### src/rtl/max7219_rx_decoder.sv
// max7219_rx_decoder: receive end of a MAX7219 daisy chain; deserializes LOAD/DIN/CLK
// and commits each 16-bit word into a per-matrix register image with frame checking.
module max7219_rx_decoder #(
    parameter int G_NB_MATRIX = 8,
    parameter int G_BIT_CNT_W = 12
) (
    input  logic                   clk,
    input  logic                   rst_n,
    input  logic                   i_max7219_clk,
    input  logic                   i_max7219_din,
    input  logic                   i_max7219_load,
    input  logic [3:0]             i_rd_matrix,
    input  logic [3:0]             i_rd_addr,
    output logic [7:0]             o_rd_data,
    output logic                   o_busy,
    output logic                   o_frame_done,
    output logic                   o_frame_err,
    output logic [G_BIT_CNT_W-1:0] o_bit_cnt
);
    localparam int L_SR_W = 16 * G_NB_MATRIX;
    localparam logic [G_BIT_CNT_W-1:0] L_FULL = G_BIT_CNT_W'(L_SR_W);
    localparam logic [3:0] L_LAST = 4'(G_NB_MATRIX - 1);
    localparam logic [4:0] L_NB = 5'(G_NB_MATRIX);

    typedef enum logic [1:0] {S_IDLE, S_COMMIT, S_DONE} t_state;
    t_state r_state, w_state_next;

    logic [2:0]             r_sclk_sync, r_load_sync;
    logic [1:0]             r_din_sync;
    logic [L_SR_W-1:0]      r_sr, r_snap, w_sr_next;
    logic [G_BIT_CNT_W-1:0] r_bit_cnt, w_cnt_next;
    logic [3:0]             r_m;
    logic                   r_busy, r_done, r_err, r_cap_err, r_missed;
    logic [7:0]             r_rd_data;
    logic [7:0]             r_image [16][16];
    logic                   w_sclk_rise, w_load_rise, w_start, w_wr_en;
    logic [3:0]             w_addr;
    logic [7:0]             w_data, w_wr_data;

    assign w_sclk_rise = r_sclk_sync[1] & ~r_sclk_sync[2];
    assign w_load_rise = r_load_sync[1] & ~r_load_sync[2];
    assign w_start     = w_load_rise && r_state == S_IDLE;
    // a CLK rise coinciding with the LOAD rise still belongs to the closing frame
    assign w_sr_next   = w_sclk_rise ? {r_sr[L_SR_W-2:0], r_din_sync[1]} : r_sr;
    assign w_cnt_next  = (w_sclk_rise && !(&r_bit_cnt)) ? r_bit_cnt + 1'b1 : r_bit_cnt;
    assign w_addr      = r_snap[11:8];
    assign w_data      = r_snap[7:0];

    always_comb begin
        w_state_next = (r_state == S_IDLE)   ? (w_load_rise ? S_COMMIT : S_IDLE) :
                       (r_state == S_COMMIT) ? (r_m == L_LAST ? S_DONE : S_COMMIT) : S_IDLE;
        w_wr_en      = r_state == S_COMMIT && w_addr != 4'h0 && w_addr != 4'hD && w_addr != 4'hE;
        w_wr_data    = (w_addr == 4'hA) ? {4'h0, w_data[3:0]} :
                       (w_addr == 4'hB) ? {5'h0, w_data[2:0]} :
                       (w_addr == 4'hC || w_addr == 4'hF) ? {7'h0, w_data[0]} : w_data;
    end

    always_ff @(posedge clk or negedge rst_n) begin
        if (!rst_n) begin
            r_state     <= S_IDLE;
            r_sclk_sync <= '0;
            r_load_sync <= '0;
            r_din_sync  <= '0;
            r_sr        <= '0;
            r_snap      <= '0;
            r_bit_cnt   <= '0;
            r_m         <= '0;
            r_busy      <= 1'b0;
            r_done      <= 1'b0;
            r_err       <= 1'b0;
            r_cap_err   <= 1'b0;
            r_missed    <= 1'b0;
            r_rd_data   <= '0;
            for (int i = 0; i < 16; i++)
                for (int j = 0; j < 16; j++)
                    r_image[i][j] <= '0;
        end else begin
            r_state     <= w_state_next;
            r_sclk_sync <= {r_sclk_sync[1:0], i_max7219_clk};
            r_load_sync <= {r_load_sync[1:0], i_max7219_load};
            r_din_sync  <= {r_din_sync[0], i_max7219_din};
            r_sr        <= w_sr_next;
            r_bit_cnt   <= w_start ? '0 : w_cnt_next;
            // rotate by one word so the current matrix always sits in the low 16 bits
            r_snap      <= w_start ? w_sr_next :
                           (r_state == S_COMMIT) ? L_SR_W'({r_snap, r_snap} >> 16) : r_snap;
            r_m         <= (r_state == S_COMMIT) ? r_m + 4'd1 : '0;
            r_cap_err   <= w_start ? (w_cnt_next != L_FULL) || r_missed : r_cap_err;
            r_missed    <= w_start ? 1'b0 : (w_load_rise && r_state != S_IDLE) ? 1'b1 : r_missed;
            r_done      <= r_state == S_DONE;
            r_err       <= r_state == S_DONE && r_cap_err;
            r_busy      <= w_start || (r_busy && !r_done);
            if (w_wr_en)
                r_image[r_m][w_addr] <= w_wr_data;
            r_rd_data   <= ({1'b0, i_rd_matrix} < L_NB) ? r_image[i_rd_matrix][i_rd_addr] : 8'h00;
        end
    end

    assign o_rd_data    = r_rd_data;
    assign o_busy       = r_busy;
    assign o_frame_done = r_done;
    assign o_frame_err  = r_err;
    assign o_bit_cnt    = r_bit_cnt;
endmodule

### config.mk
export PLATFORM = sky130hd
export DESIGN_NAME = max7219_rx_decoder
export DESIGN_NICKNAME = d
export VERILOG_FILES = /design/src/rtl/max7219_rx_decoder.sv
export SDC_FILE = /design/constraint.sdc
export NUM_CORES = 2
export LEC_CHECK = 0
export ABC_CLOCK_PERIOD_IN_PS = 2900
export CORE_MARGIN = 5
export CORE_UTILIZATION = 60
export DETAILED_ROUTE_END_ITERATION = 8
export PLACE_DENSITY = 0.76
export SLEW_MARGIN = 40
export SYNTH_ARGS = -nofsm -noshare
export SYNTH_HDL_FRONTEND = slang
export SYNTH_SLANG_ARGS = --single-unit
### constraint.sdc
create_clock -name clk -period 2.9 [get_ports clk]
set_input_delay 0.435 -clock clk [delete_from_list [all_inputs] [get_ports clk]]
set_output_delay 0.435 -clock clk [all_outputs]
set_load 0.05 [all_outputs]
Word-level counts from Yosys, hierarchy flattened. Index checks and enable logic that the tools add are counted.

Register bits after elaboration: 2343. Input bits: 13. Output and inout bits: 23. Word-level logic and storage cells: 345.

Add/sub/neg operators: 2. Order comparisons: 7. Equality and inequality tests: 10. Multiplexer cells: 27. Bitwise operators: 8. Reductions and logical operators: 21.

Operator list (count): bitwise mux 2048 bit (1); 2-to-1 mux 128 bit (6); binary-select mux 128 bit (select 4 bit) (1); demux 128 bit (select 4 bit) (1); 2-to-1 mux 8 bit (7); binary-select mux 8 bit (select 4 bit) (1); demux 8 bit (select 4 bit) (1); 2-to-1 mux 12 bit (2); greater-or-equal comparator 5 bit (second input constant) (4); NOT 4 -> 5 bit (4); == test 4 bit (second input constant) (4); adder 12 x 1 -> 12 bit (second input constant) (1); inequality test 12 x 8 -> 1 bit (second input constant) (1); AND reduction 12 bit (1); logical AND 1 bit (10); less-than comparator 5 x 1 -> 1 bit (second input constant) (2); inequality test 4 bit (second input constant) (2); 2-to-1 mux 2 bit (3); nonzero test 2 bit (3); adder 4 x 1 -> 4 bit (second input constant) (1); == test 4 x 3 -> 1 bit (second input constant) (1); less-than comparator 4 bit (second input constant) (1); 2-to-1 mux 4 bit (1); nonzero test 4 bit (1); 8 further kinds (15).

Logic depth before layout (Yosys ltp).
Depth in word-level cells: 8. Depth in mapped cells: 10. Gate-level depth less buffers: 7.

Worst setup path after synthesis. No wires, ideal clock.

Path kind: flip-flop to flip-flop. Start point: register r_bit_cnt[0] (netlist: o_bit_cnt[0]). End point: register r_cap_err. Setup time: 133 ps. Data arrival time: 2407 ps. Data required time: 2767 ps. Slack: 360 ps. Cell stages (with the launch flop): 8. Buffers on the path: 0. Period minus slack after synthesis: 2540 ps. Cell sequence: dfrtp_1 ha_1 nand4_1 o31a_1 and3_4 or3_1 a2111oi_2 a31oi_1.

Cells in the longest elaborated chain, start to end: 6. Elaborated cells between the ends (all ways): 7. Those cells by class: 1 x add/sub; 1 x eq/ne; 1 x mux; 4 x reduce/logical.

RTL lines: start: declaration (line 31) `logic [G_BIT_CNT_W-1:0] r_bit_cnt, w_cnt_next;`; start signal: assignment (line 83) `r_bit_cnt <= w_start ? '0 : w_cnt_next;`; parallel branches: the longest is 3 deep, another holds adder 12 x 1 -> 12 bit; 2-to-1 mux 12 bit * (line 45) `assign w_cnt_next = (w_sclk_rise && !(&r_bit_cnt)) ? r_bit_cnt + 1'b1 : r_bit_cnt;`; inequality test 12 x 8 -> 1 bit * (line 88) `r_cap_err <= w_start ? (w_cnt_next != L_FULL) || r_missed : r_cap_err;`; logical OR 1 bit * (line 88); end signal: assignment (line 88); end: declaration (line 33) `logic r_busy, r_done, r_err, r_cap_err, r_missed;`.

Every way passes the cells marked *. A chain may end at the register's enable or synchronous reset.

Final worst setup path.
Start point: register r_snap[9]. End point: register r_image[1601] (netlist bit).

Cells in the longest elaborated chain, start to end: 8. Elaborated cells between the ends (all ways): 23. Those cells by class: 2 x order compare; 6 x eq/ne; 8 x mux; 1 x bitwise; 6 x reduce/logical.

RTL lines: start: declaration (line 30) `logic [L_SR_W-1:0] r_sr, r_snap, w_sr_next;`; start signal: assignment (line 85) `r_snap <= w_start ? w_sr_next :`; NOT 4 -> 5 bit (implied by the code) (line 94) `r_image[r_m][w_addr] <= w_wr_data;`; greater-or-equal comparator 5 bit (implied by the code) / less-than comparator 5 x 1 -> 1 bit (equally long branches) (line 94); logical AND 1 bit (implied by the code) (line 94); 2-to-1 mux 8 bit (implied by the code) (line 94); demux 8 bit (select 4 bit) (line 94); 2-to-1 mux 128 bit (implied by the code) (line 94); demux 128 bit (select 4 bit) (line 94); bitwise mux 2048 bit (line 94); end signal: indexed assignment (line 94); end: declaration (line 35) `logic [7:0] r_image [16][16];`.

Several ways; a longest one is shown, not always the timed one.

==> flow_metrics.env <==
export IMPL_run_status="finished clean"
export IMPL_track_usage=0.268
export IMPL_core_area_um2=90400
export IMPL_period_share=0.892
export IMPL_fp_row_count=110
export IMPL_critPathArrivalTime_ps=3200
export IMPL_syn_inst=4226
export IMPL_switchingPower_w=0.0113
export IMPL_synthArstFlopShare=1.00
export IMPL_holdPathEnd="r_din_sync[0]"
export IMPL_avgSynthCellArea_um2=13.0
export IMPL_cts_max_level=4
export IMPL_via_per_inst=6.21
export IMPL_fmax_ghz=0.386
export IMPL_cp_end_kind="flop"
export IMPL_max_cap_viol_count=0
export IMPL_hold_slack_ps=142
export IMPL_finalMaxSlewViolations=0
export IMPL_dpl_hpwl_mm=83.1
export IMPL_reg2regPathDepth=6
export IMPL_drtAntennaViolNets=0
export IMPL_synth_simple_area_share=0.0921
export IMPL_finalCriticalPeriod_ps=2590
export IMPL_ys_flop_type="dfrtp_1"
export IMPL_r2r_start="r_snap[9]"
export IMPL_seq_area_frac_synth=0.586
export IMPL_dieWidth_um=312
export IMPL_drt_iter0_markers=2837
export IMPL_synth_edf_count=0
export IMPL_power_density_nw_per_um2=690
export IMPL_overflow=0
export IMPL_avgRoutedWirePerCell_um=24.2
export IMPL_power_w=0.0421
export IMPL_first_pass_iters=5
export IMPL_drt_drc_violations_left=0
export IMPL_multiInputGateArea_um2=20500
export IMPL_grt_pass1_wl_mm=207
export IMPL_grt_max_degree=135
export IMPL_final_nets=4085
export IMPL_r2r_end="r_image[1601]"
export IMPL_synthXorXnorAreaFrac=0.00208
export IMPL_fillers=6101
export IMPL_startpoint_type="flop"
export IMPL_rrSetupSlack_ps=310
export IMPL_synth_adder_area_share=0.00114
export IMPL_cts_tree="yes"
export IMPL_cts_sinks=1283
export IMPL_pwr_share_clk=0.417
export IMPL_ff_latch_area_um2=32100
export IMPL_cts_root_buf="clkbuf_16"
export IMPL_synth_area_um2=54800
export IMPL_whs_path_depth=1
export IMPL_synth_top_family_by_area="multiplexers"
export IMPL_slew_headroom=0.418
export IMPL_pin_count=36
export IMPL_fin_ws_ps=312
export IMPL_die_h_um=312
export IMPL_finalHoldViolCount=0
export IMPL_cp_max_fo=10
export IMPL_worst_pin_slew_ps=862
export IMPL_synthMuxAreaShare=0.203
export IMPL_fin_skew_ps=26.5
export IMPL_peakVddDrop_v=0.000607
export IMPL_dieArea_um2=97500
export IMPL_pre_cts_ws_ps=6.21
export IMPL_seqPwrFrac=0.461
export IMPL_numCtsBuffers=132
export IMPL_p_int_w=0.0307
export IMPL_post_cts_buffers=0
export IMPL_wirelength_mm=129
export IMPL_hold_start="i_max7219_din"
export IMPL_gp_congestion=0.880
export IMPL_switching_share=0.269
export IMPL_vias=33200
export IMPL_clkLatencyLatePin_ps=740
export IMPL_rsz0062_at_grt="false"
export IMPL_port_buffers=35
export IMPL_yosysWarnings=0
export IMPL_setup_tns_ps=0
export IMPL_synth_nets=4244
export IMPL_antenna_found_initial=3
export IMPL_initial_core_util=0.606
export IMPL_synth_compound_area_frac=0.0748
export IMPL_p_comb_frac=0.123
export IMPL_yosysUniqueCellTypes=66
export IMPL_finalSetupViolations=0
export IMPL_leakagePower_nw=29.3
export IMPL_clk_path_buf_depth=3
export IMPL_first_global_vias=34700
export IMPL_layout_area_overhead_vs_synth_pct=11.1
export IMPL_synth_seq_cells=1283
export IMPL_required_ps=3510
export IMPL_hold_path_class="in2reg"
export IMPL_clkTransAtPathRegs_ps=60
export IMPL_crit_type="reg2reg"
export IMPL_drive_gt1_frac=0.270
## what timing repair did
item / in CTS / in global routing
endpoints found under the hold margin: 101 / 0
gates resized for setup: 0 / 0
hold buffers: 1 / 0
## worst max-delay path, stage by stage, from the launching register on
cell	delay (ps)
dfrtp_1	600
nand2b_1	350
o221ai_2	270
nand2b_1	230
buf_4	280
nor2_4	330
mux2_2	390
## registers in the layout, indices dropped and copies added (netlist names)
name and cells:
o_bit_cnt 12, r_sr 124, o_frame_done 1, r_din_sync 2
r_cap_err 1, o_rd_data 8, r_load_sync 3, r_m 4
r_image 1024, o_frame_err 1, r_sclk_sync 3, o_busy 1
r_missed 1, r_state 2, r_snap 96
## worst max path at each step
stage	startpoint	end	slack (ps)	cells past startpoint
3_3_place_gp	i_rd_matrix[0]	o_rd_data[1]	-6	8
6_report	r_snap[9]	r_image[1601]	310	6
3_5_place_dp	i_rd_matrix[0]	o_rd_data[1]	6	8
5_1_grt	r_snap[9]	r_image[1605]	240	6
2_1_floorplan	o_bit_cnt[0]	r_cap_err	360	7
4_1_cts	r_snap[9]	r_image[1862]	310	6
## layer usage
layer,track usage,vias up,wire [µm]
li1,-,14600,-
met1,0.393,17300,55700
met2,0.415,1066,60900
met3,0.0529,228,8470
met4,0.0862,4,4070
met5,0,-,34
## stage by stage
stage                     std cells  cell area [µm²]  utilization
after floorplan                4226            54800            -
after global placement         5107            56300        0.623
after detailed placement       5107            56400        0.623
after CTS                      5343            60900        0.674
after global routing           5345            60900        0.674
final                          5345            60900        0.674
## cells in the final DEF (no fill, tap or decap), drive strengths merged, types with 28 or more instances in the layout
cell type / synthesis / layout
a21oi: 40 / 40
a221o: 95 / 95
and3: 99 / 99
buf: 116 / 204
clkbuf: 412 / 190
clkdlybuf4s50: 0 / 30
clkinv: 0 / 28
dfrtp: 1283 / 1283
mux2: 449 / 449
mux2i: 137 / 137
mux4: 208 / 208
nand2: 460 / 460
nor2: 88 / 88
nor2b: 202 / 202
o21ai: 379 / 379
o221ai: 32 / 32
## final cells by class
| cell class | instances | area share |
|---|---|---|
| sequential | 1283 | 0.527 |
| multi-input combinational | 2395 | 0.336 |
| clock buffer | 190 | 0.0637 |
| timing repair buffer | 235 | 0.0367 |
| tap | 1176 | 0.0241 |
| clock inverter | 45 | 0.0110 |
| inverter | 20 | 0.00123 |
| antenna | 1 | 0.0000411 |
## logic make-up after synthesis
| group | Yosys count |
|---|---|
| adder cells (fa/ha/maj) | 5 |
| AND/OR/NAND/NOR | 936 |
| flip-flops | 1283 |
| multiplexers | 794 |
| buffers and inverters | 548 |
| AO/OA/AOI/OAI | 647 |
| XOR/XNOR | 13 |
## synth_stat cells (2+ instances only)
master / instances / share of area
dfrtp_1: 1283 / 0.59
nand2_1: 458 / 0.031
mux2_2: 421 / 0.086
clkbuf_1: 412 / 0.028
o21ai_0: 341 / 0.031
mux4_2: 208 / 0.085
nor2b_1: 202 / 0.023
mux2i_1: 137 / 0.025
and3_1: 98 / 0.011
a221o_1: 95 / 0.017
buf_2: 67 / 0.0061
nor2_4: 44 / 0.0090
a21oi_1: 40 / 0.0037
o21ai_1: 38 / 0.0035
o221ai_1: 31 / 0.0050
buf_4: 30 / 0.0041
nor2_1: 30 / 0.0021
mux2_1: 28 / 0.0058
a22oi_1: 24 / 0.0033
inv_1: 19 / 0.0013
and2_1: 18 / 0.0021
nand3_1: 17 / 0.0016
o22ai_1: 17 / 0.0019
buf_1: 15 / 0.0010
nand2b_1: 14 / 0.0016
a31oi_1: 13 / 0.0015
a211oi_1: 12 / 0.0016
nor2_8: 12 / 0.0044
nor3_1: 12 / 0.0011
xnor2_1: 9 / 0.0014
a221oi_1: 8 / 0.0013
a41oi_1: 7 / 0.0011
or3_1: 6 / 0.00068
ha_1: 5 / 0.0011
nand4_1: 5 / 0.00057
o32ai_1: 5 / 0.00080
a2111oi_0: 4 / 0.00064
buf_6: 4 / 0.00082
xor2_1: 4 / 0.00064
and2_0: 3 / 0.00034
nand2_2: 2 / 0.00023
nor2_2: 2 / 0.00023
nor3b_1: 2 / 0.00027
o211ai_1: 2 / 0.00027
## power groups by stage
| stage | Sequential (W) | Combinational, W | Clock, W |
|---|---|---|---|
| 5_1_grt | 0.0194 | 0.00552 | 0.0185 |
| 6_report | 0.0194 | 0.00516 | 0.0175 |
| 3_5_place_dp | 0.0197 | 0.00507 | 0 |
| 4_1_cts | 0.0194 | 0.00512 | 0.0178 |
| 3_3_place_gp | 0.0196 | 0.00500 | 0 |
| 2_1_floorplan | 0.0195 | 0.00316 | 0 |
No activity file was read; power rests on OpenSTA's default activity.
